$ cat src/rtl/constants.sv
// Codebase-wide constants shared by the pipeline stages.
`ifndef INST_LEN
`define INST_LEN 16
`endif

$ cat src/rtl/fetch_pkg.sv
// Fetch-stage shared types: FSM states, prefetch entry layout and the NOP encoding.
`ifndef INST_LEN
`include "constants.sv"
`endif

package fetch_pkg;

  typedef enum logic [1:0] {BOOT, RUN, DRAIN} fetch_state_e;

  typedef struct packed {
    logic [15:0]           pc;
    logic [`INST_LEN-1:0]  instr;
  } fetch_entry_t;

  localparam logic [`INST_LEN-1:0] NOP_INSTR = '0;

endpackage

$ cat src/rtl/fetch_fifo.sv
// In-order prefetch FIFO (DEPTH a power of 2): a pushed entry is visible at the head the next cycle.
// Push when full and pop when empty are ignored; flush empties it in one cycle.
module fetch_fifo #(
  parameter int  DEPTH   = 2,
  parameter type entry_t = logic [31:0]
) (
  input  logic                     clk,
  input  logic                     nReset,
  input  logic                     push,
  input  entry_t                   push_data,
  input  logic                     pop,
  input  logic                     flush,
  output entry_t                   head,
  output logic                     full,
  output logic                     empty,
  output logic [$clog2(DEPTH):0]   count
);

  localparam int AW = $clog2(DEPTH);
  localparam int CW = AW + 1;

  entry_t        mem [DEPTH];
  logic [AW-1:0] rd_ptr;
  logic [AW-1:0] wr_ptr;
  logic          do_push;
  logic          do_pop;

  assign full    = (count == CW'(DEPTH));
  assign empty   = (count == '0);
  assign do_push = push && !full && !flush;
  assign do_pop  = pop && !empty && !flush;
  assign head    = mem[rd_ptr];

  always_ff @(posedge clk or negedge nReset) begin
    if (!nReset) begin
      rd_ptr <= '0;
      wr_ptr <= '0;
      count  <= '0;
    end else if (flush) begin
      rd_ptr <= '0;
      wr_ptr <= '0;
      count  <= '0;
    end else begin
      if (do_push) wr_ptr <= wr_ptr + AW'(1);
      if (do_pop)  rd_ptr <= rd_ptr + AW'(1);
      count <= count + CW'(do_push) - CW'(do_pop);
    end
  end

  // Payload storage needs no reset: the head is only consumed while count is non-zero.
  always_ff @(posedge clk) begin
    if (do_push) mem[wr_ptr] <= push_data;
  end

endmodule

$ cat src/rtl/if_fetch_unit.sv
// Instruction fetch: owns the PC, imem req/gnt/rvalid handshake and prefetch FIFO; gnt N + rvalid N+1 -> inst_valid N+2.
// Stall holds the presented entry, redirect flushes and refetches; IF_PERF_CNT_EN adds push/redirect counters.
module if_fetch_unit
  import fetch_pkg::*;
#(
  parameter logic [15:0] RESET_VECTOR = 16'h0000,
  parameter int          FIFO_DEPTH   = 2,
  parameter int          MAX_OUTSTAND = 2
) (
  input  logic        clk,
  input  logic        nReset,
  output logic        imem_req,
  output logic [15:0] imem_addr,
  input  logic        imem_gnt,
  input  logic        imem_rvalid,
  input  logic [15:0] imem_rdata,
  input  logic        redirect_valid,
  input  logic [15:0] redirect_pc,
  input  logic        stall,
  output logic [15:0] PC_Out,
  output logic [15:0] Instruction_Out,
  output logic        inst_valid
`ifdef IF_PERF_CNT_EN
  ,
  output logic [15:0] perf_fetch_cnt,
  output logic [15:0] perf_flush_cnt
`endif
);

  localparam int CW = $clog2(FIFO_DEPTH) + 1;
  localparam int OW = $clog2(MAX_OUTSTAND + 1);
  localparam int SW = (MAX_OUTSTAND > 1) ? $clog2(MAX_OUTSTAND) : 1;

  fetch_state_e  state;
  fetch_state_e  state_next;
  logic [15:0]   fetch_pc;
  logic [OW-1:0] outstanding;
  logic [OW-1:0] outstanding_next;
  logic [OW-1:0] discard;
  logic [OW-1:0] discard_next;
  logic          fire;
  logic          rsp;
  logic          drop_dec;
  logic          push;
  logic          pop;
  logic [7:0]    occupancy;
  fetch_entry_t  head;
  fetch_entry_t  push_data;
  logic          fifo_full;
  logic          fifo_empty;
  logic [CW-1:0] fifo_count;
  logic [15:0]   shadow_pc [MAX_OUTSTAND];
  logic [SW-1:0] sh_wr;
  logic [SW-1:0] sh_rd;

  function automatic logic [SW-1:0] sh_inc(input logic [SW-1:0] p);
    return (p == SW'(MAX_OUTSTAND - 1)) ? '0 : p + SW'(1);
  endfunction

  // A response with nothing outstanding can only be left over from before a reset.
  assign fire      = imem_req && imem_gnt;
  assign rsp       = imem_rvalid && (outstanding != '0);
  assign drop_dec  = rsp && (discard != '0);
  assign push      = rsp && !drop_dec && !redirect_valid;
  assign pop       = inst_valid && !stall && !redirect_valid;
  assign occupancy = 8'(fifo_count) + 8'(outstanding);
  assign push_data = '{pc: shadow_pc[sh_rd], instr: imem_rdata};

  assign outstanding_next = outstanding + OW'(fire) - OW'(rsp);

  always_comb begin
    discard_next = discard - OW'(drop_dec);
    if (redirect_valid && state != DRAIN) discard_next = outstanding_next;
  end

  always_ff @(posedge clk or negedge nReset) begin
    if (!nReset) state <= BOOT;
    else         state <= state_next;
  end

  always_comb begin
    state_next = state;
    unique case (state)
      BOOT:    state_next = RUN;
      RUN:     if (redirect_valid && outstanding_next != '0) state_next = DRAIN;
      DRAIN:   if (discard_next == '0) state_next = RUN;
      default: state_next = BOOT;
    endcase
  end

  // Counting outstanding requests against FIFO space keeps every return pushable.
  always_comb begin
    imem_req        = (state == RUN) && !redirect_valid &&
                      (occupancy < 8'(FIFO_DEPTH)) && (outstanding < OW'(MAX_OUTSTAND));
    imem_addr       = fetch_pc;
    inst_valid      = !fifo_empty;
    PC_Out          = fifo_empty ? 16'h0000 : head.pc;
    Instruction_Out = fifo_empty ? NOP_INSTR : head.instr;
  end

  always_ff @(posedge clk or negedge nReset) begin
    if (!nReset) begin
      fetch_pc    <= RESET_VECTOR;
      outstanding <= '0;
      discard     <= '0;
      sh_wr       <= '0;
      sh_rd       <= '0;
    end else begin
      outstanding <= outstanding_next;
      discard     <= discard_next;
      if (redirect_valid) fetch_pc <= redirect_pc;
      else if (fire)      fetch_pc <= fetch_pc + 16'd1;
      if (fire) sh_wr <= sh_inc(sh_wr);
      if (rsp)  sh_rd <= sh_inc(sh_rd);
    end
  end

  always_ff @(posedge clk) begin
    if (fire) shadow_pc[sh_wr] <= fetch_pc;
  end

  fetch_fifo #(
    .DEPTH   (FIFO_DEPTH),
    .entry_t (fetch_entry_t)
  ) u_fifo (
    .clk       (clk),
    .nReset    (nReset),
    .push      (push),
    .push_data (push_data),
    .pop       (pop),
    .flush     (redirect_valid),
    .head      (head),
    .full      (fifo_full),
    .empty     (fifo_empty),
    .count     (fifo_count)
  );

`ifndef SYNTHESIS
  always @(posedge clk) begin
    if (nReset) assert (!(push && fifo_full));
  end
`endif

`ifdef IF_PERF_CNT_EN
  always_ff @(posedge clk or negedge nReset) begin
    if (!nReset) begin
      perf_fetch_cnt <= '0;
      perf_flush_cnt <= '0;
    end else begin
      if (push && perf_fetch_cnt != 16'hFFFF)           perf_fetch_cnt <= perf_fetch_cnt + 16'd1;
      if (redirect_valid && perf_flush_cnt != 16'hFFFF) perf_flush_cnt <= perf_flush_cnt + 16'd1;
    end
  end
`endif

endmodule

$ cat config.mk
export PLATFORM = sky130hd
export DESIGN_NAME = if_fetch_unit
export DESIGN_NICKNAME = d
export VERILOG_FILES = /design/src/rtl/fetch_pkg.sv /design/src/rtl/fetch_fifo.sv /design/src/rtl/if_fetch_unit.sv
export VERILOG_INCLUDE_DIRS = /design/src /design/src/rtl
export SDC_FILE = /design/constraint.sdc
export NUM_CORES = 1
export LEC_CHECK = 0
export CELL_PAD_IN_SITES_DETAIL_PLACEMENT = 1
export CELL_PAD_IN_SITES_GLOBAL_PLACEMENT = 1
export CORE_ASPECT_RATIO = 1.75
export CORE_UTILIZATION = 43
export CTS_CLUSTER_DIAMETER = 80
export CTS_CLUSTER_SIZE = 30
export DETAILED_ROUTE_END_ITERATION = 6
export PLACE_DENSITY_LB_ADDON = 0.1
export SKIP_LAST_GASP = 1
export SLEW_MARGIN = 15
export SYNTH_ARGS = -nofsm -noshare
export SYNTH_HDL_FRONTEND = slang
export SYNTH_SLANG_ARGS = --single-unit
$ cat constraint.sdc
create_clock -name clk -period 4.04 [get_ports clk]
set_input_delay 0.808 -clock clk [delete_from_list [all_inputs] [get_ports clk]]
set_output_delay 0.808 -clock clk [all_outputs]
set_load 0.05 [all_outputs]
==> results_dict.tcl <==
set metrics [dict create \
    grt_busiest_layer "met2" \
    port_buffers 87 \
    post_cts_resized 0 \
    worst_slew_pin_slew_ps 1040 \
    gr-usage-met2_pct 34.2 \
    drc 7 \
    synthCells 361 \
    power.leakage_nw 2.43 \
    fmax_mhz 292 \
    pwr_density_cell_mw_per_mm2 430 \
    synthesis.area_mm2 0.00518 \
    synth_top_area_share_pct 55.7 \
    start_util_pct 44.4 \
    cts_buffers 17 \
    final_util_pct 57.8 \
    vias_per_cell 5.44 \
    vdd_ir_drop_max_v 0.000346 \
    required_ps 3230 \
    boundaryPins 88 \
    critPathLaunchType "flip-flop" \
    ys_async_sr_fraction_pct 22.6 \
    avgSynthCellArea_um2 14.3 \
    fp.dieH_um 147 \
    setup_tns_ps 0 \
    violations "DRC" \
    cts_hold_buffers 0 \
    finClkSkew_ps 8.44 \
    routedWlPerCell_um 17.8 \
    status "finished, violations left" \
    synthDistinctLibCells 44 \
    critical_path_class "reg2out" \
    antenna_found_initial 0 \
    ys_seq_elements 124 \
    grt_overflow 0 \
    dr.first_iter.drc_count 120 \
    fin_ws_ps 618 \
    cap_violations 0 \
    fill_cells 1135 \
    final_nets 504 \
    setup_viol_count_final 0 \
    grt_pass1_wl_mm 17.5 \
    period_share_pct 84.7 \
    endpoint_kind "output port" \
    insertion_delay_ps 410 \
    synth_edf_count 96 \
    die-area_mm2 0.0125 \
    area_delta_synth_final_pct 30.1 \
    clkSinkCount 124 \
    cts_tree "yes" \
    grt_pass1_vias 3544 \
    synthTopCellsByArea "edfxtp_1, dfrtp_1, mux2i_1, mux2_2, nor2_1" \
    finalCriticalPeriod_ps 3420 \
    post-cts-setup-buffers 0 \
    clockRootBuffer "clkbuf_16" \
    drive_gt1_share_pct 11.7 \
    place.gp.congestion 0.829 \
    power_mw 2.89 \
    grt_use_met1_pct 19.2 \
    critPathMaxFanout 34 \
    postSynthNetCount 406 \
    ys_seq_area_share_pct 69.2 \
    rsz0062_at_grt "false" \
    cts.path.max_buffers 2 \
    yosys_warnings 0 \
    ant_nets 0 \
    vias 3290 \
    use_met3_pct 5.79 \
    max_slew_margin_pct 30.2 \
    htree_levels 4 \
    post-place-ws_ps 443 \
    synth_top_cell_by_area "edfxtp_1" \
    grt_max_degree 37 \
    totalWireLength_mm 10.8 \
    cp.arrival_ps 2610 \
    core_mm2 0.0116 \
    finalMaxSlewViolations 0 \
    hold_viol_final 0 \
    die_width_um 84.9 \
    hp-class "reg2reg" \
    placementRows 52 \
    hpwl_mm 7.16 \
    path_clk_slew_ps 50 \
    antenna_cells 0 \
    fin_hold_ws_ps 506 \
    yosys_most_used_dff "edfxtp_1" \
    drt_pass1_iterations 7 \
    grt_use_total_pct 18.6 \
]
Yosys cell counts, types with 4 or more instances:
cell	n
and2_1	4
ha_1	6
mux2_2	17
nor2_1	42
and3_1	6
a21oi_1	5
clkbuf_1	12
nand2_1	14
inv_1	13
nand4_1	5
edfxtp_1	96
a221o_1	5
nor3_1	6
o21ai_0	10
mux2i_1	34
nand3_1	9
or4_1	5
xnor2_1	5
dfrtp_1	28
final cells by class:
| cell class | count | area, um^2 | share of cell area (%) |
|---|---|---|---|
| clock buffer | 17 | 425 | 6.32 |
| multi-input combinational | 208 | 1480 | 22.0 |
| sequential | 124 | 3580 | 53.2 |
| tap | 135 | 169 | 2.51 |
| timing repair buffer | 94 | 933 | 13.9 |
| clock inverter | 13 | 85.1 | 1.26 |
| inverter | 14 | 52.6 | 0.781 |
final timing paths:
kind | startpoint | to | slack [ps] | depth (start not counted)
min in group asynchronous | nReset | imem_addr[0] | 970 | 1
hold / removal | sh_wr | sh_wr | 510 | 1
setup reg to reg | outstanding[0] | state[1] | 710 | 12
setup / recovery | u_fifo.rd_ptr | Instruction_Out[12] | 620 | 3
hold reg to reg | sh_wr | sh_wr | 510 | 1
max in group asynchronous | nReset | u_fifo.rd_ptr | 2360 | 1
state kept, by name (all words and copies together), names as in the netlist:
name / flops
state: 2
shadow_pc: 32
sh_wr: 1
u_fifo.count: 2
u_fifo.rd_ptr: 1
imem_addr: 16
outstanding: 2
u_fifo.wr_ptr: 1
u_fifo.mem: 64
sh_rd: 1
discard: 2
per-layer routing:
layer	vias to the layer above	part of all wire (%)
met2	99	56
met1	1628	37
met5	-	0
met4	0	1.8
li1	1551	-
met3	12	4.8
power by group:
part | leakage (nW) | internal [mW] | switching (mW)
clock | 0.253 | 0.815 | 0.491
combinational | 0.959 | 0.0723 | 0.0934
sequential | 1.21 | 1.39 | 0.0313
total | 2.43 | 2.28 | 0.615
layout by cell type (no fill, tap or decap), types with 9 or more instances in the layout:
cell type	synthesis	final
clkbuf_16	0	17
clkdlybuf4s50_1	0	86
dfrtp_1	28	27
edfxtp_1	96	96
inv_1	13	13
mux2_2	17	17
mux2i_1	34	34
nand2_1	14	14
nand3_1	9	9
nor2_1	42	41
o21ai_0	10	10
critical path, stage by stage (launching register included):
cell,delay (ps)
dfrtp_2,970
mux2i_1,220
nor2_1,160
clkdlybuf4s50_1,820
cells by family after synthesis:
kind of cell / share of synthesized area (%)
DFF: 69.2
muxes: 10.3
AOI/OAI and AO/OA: 5.03
adders and majority gates: 1.84
buffers and inverters: 2.27
xor gates and xnor gates: 1.35
and+or+nand+nor: 10.0
stage by stage:
step / cells / cell area, um^2
after floorplan: 361 / 5180
after global placement: 575 / 6220
after detailed placement: 575 / 6220
after CTS: 605 / 6730
after global routing: 605 / 6730
final: 605 / 6730
(Power assumes the default switching activity.)
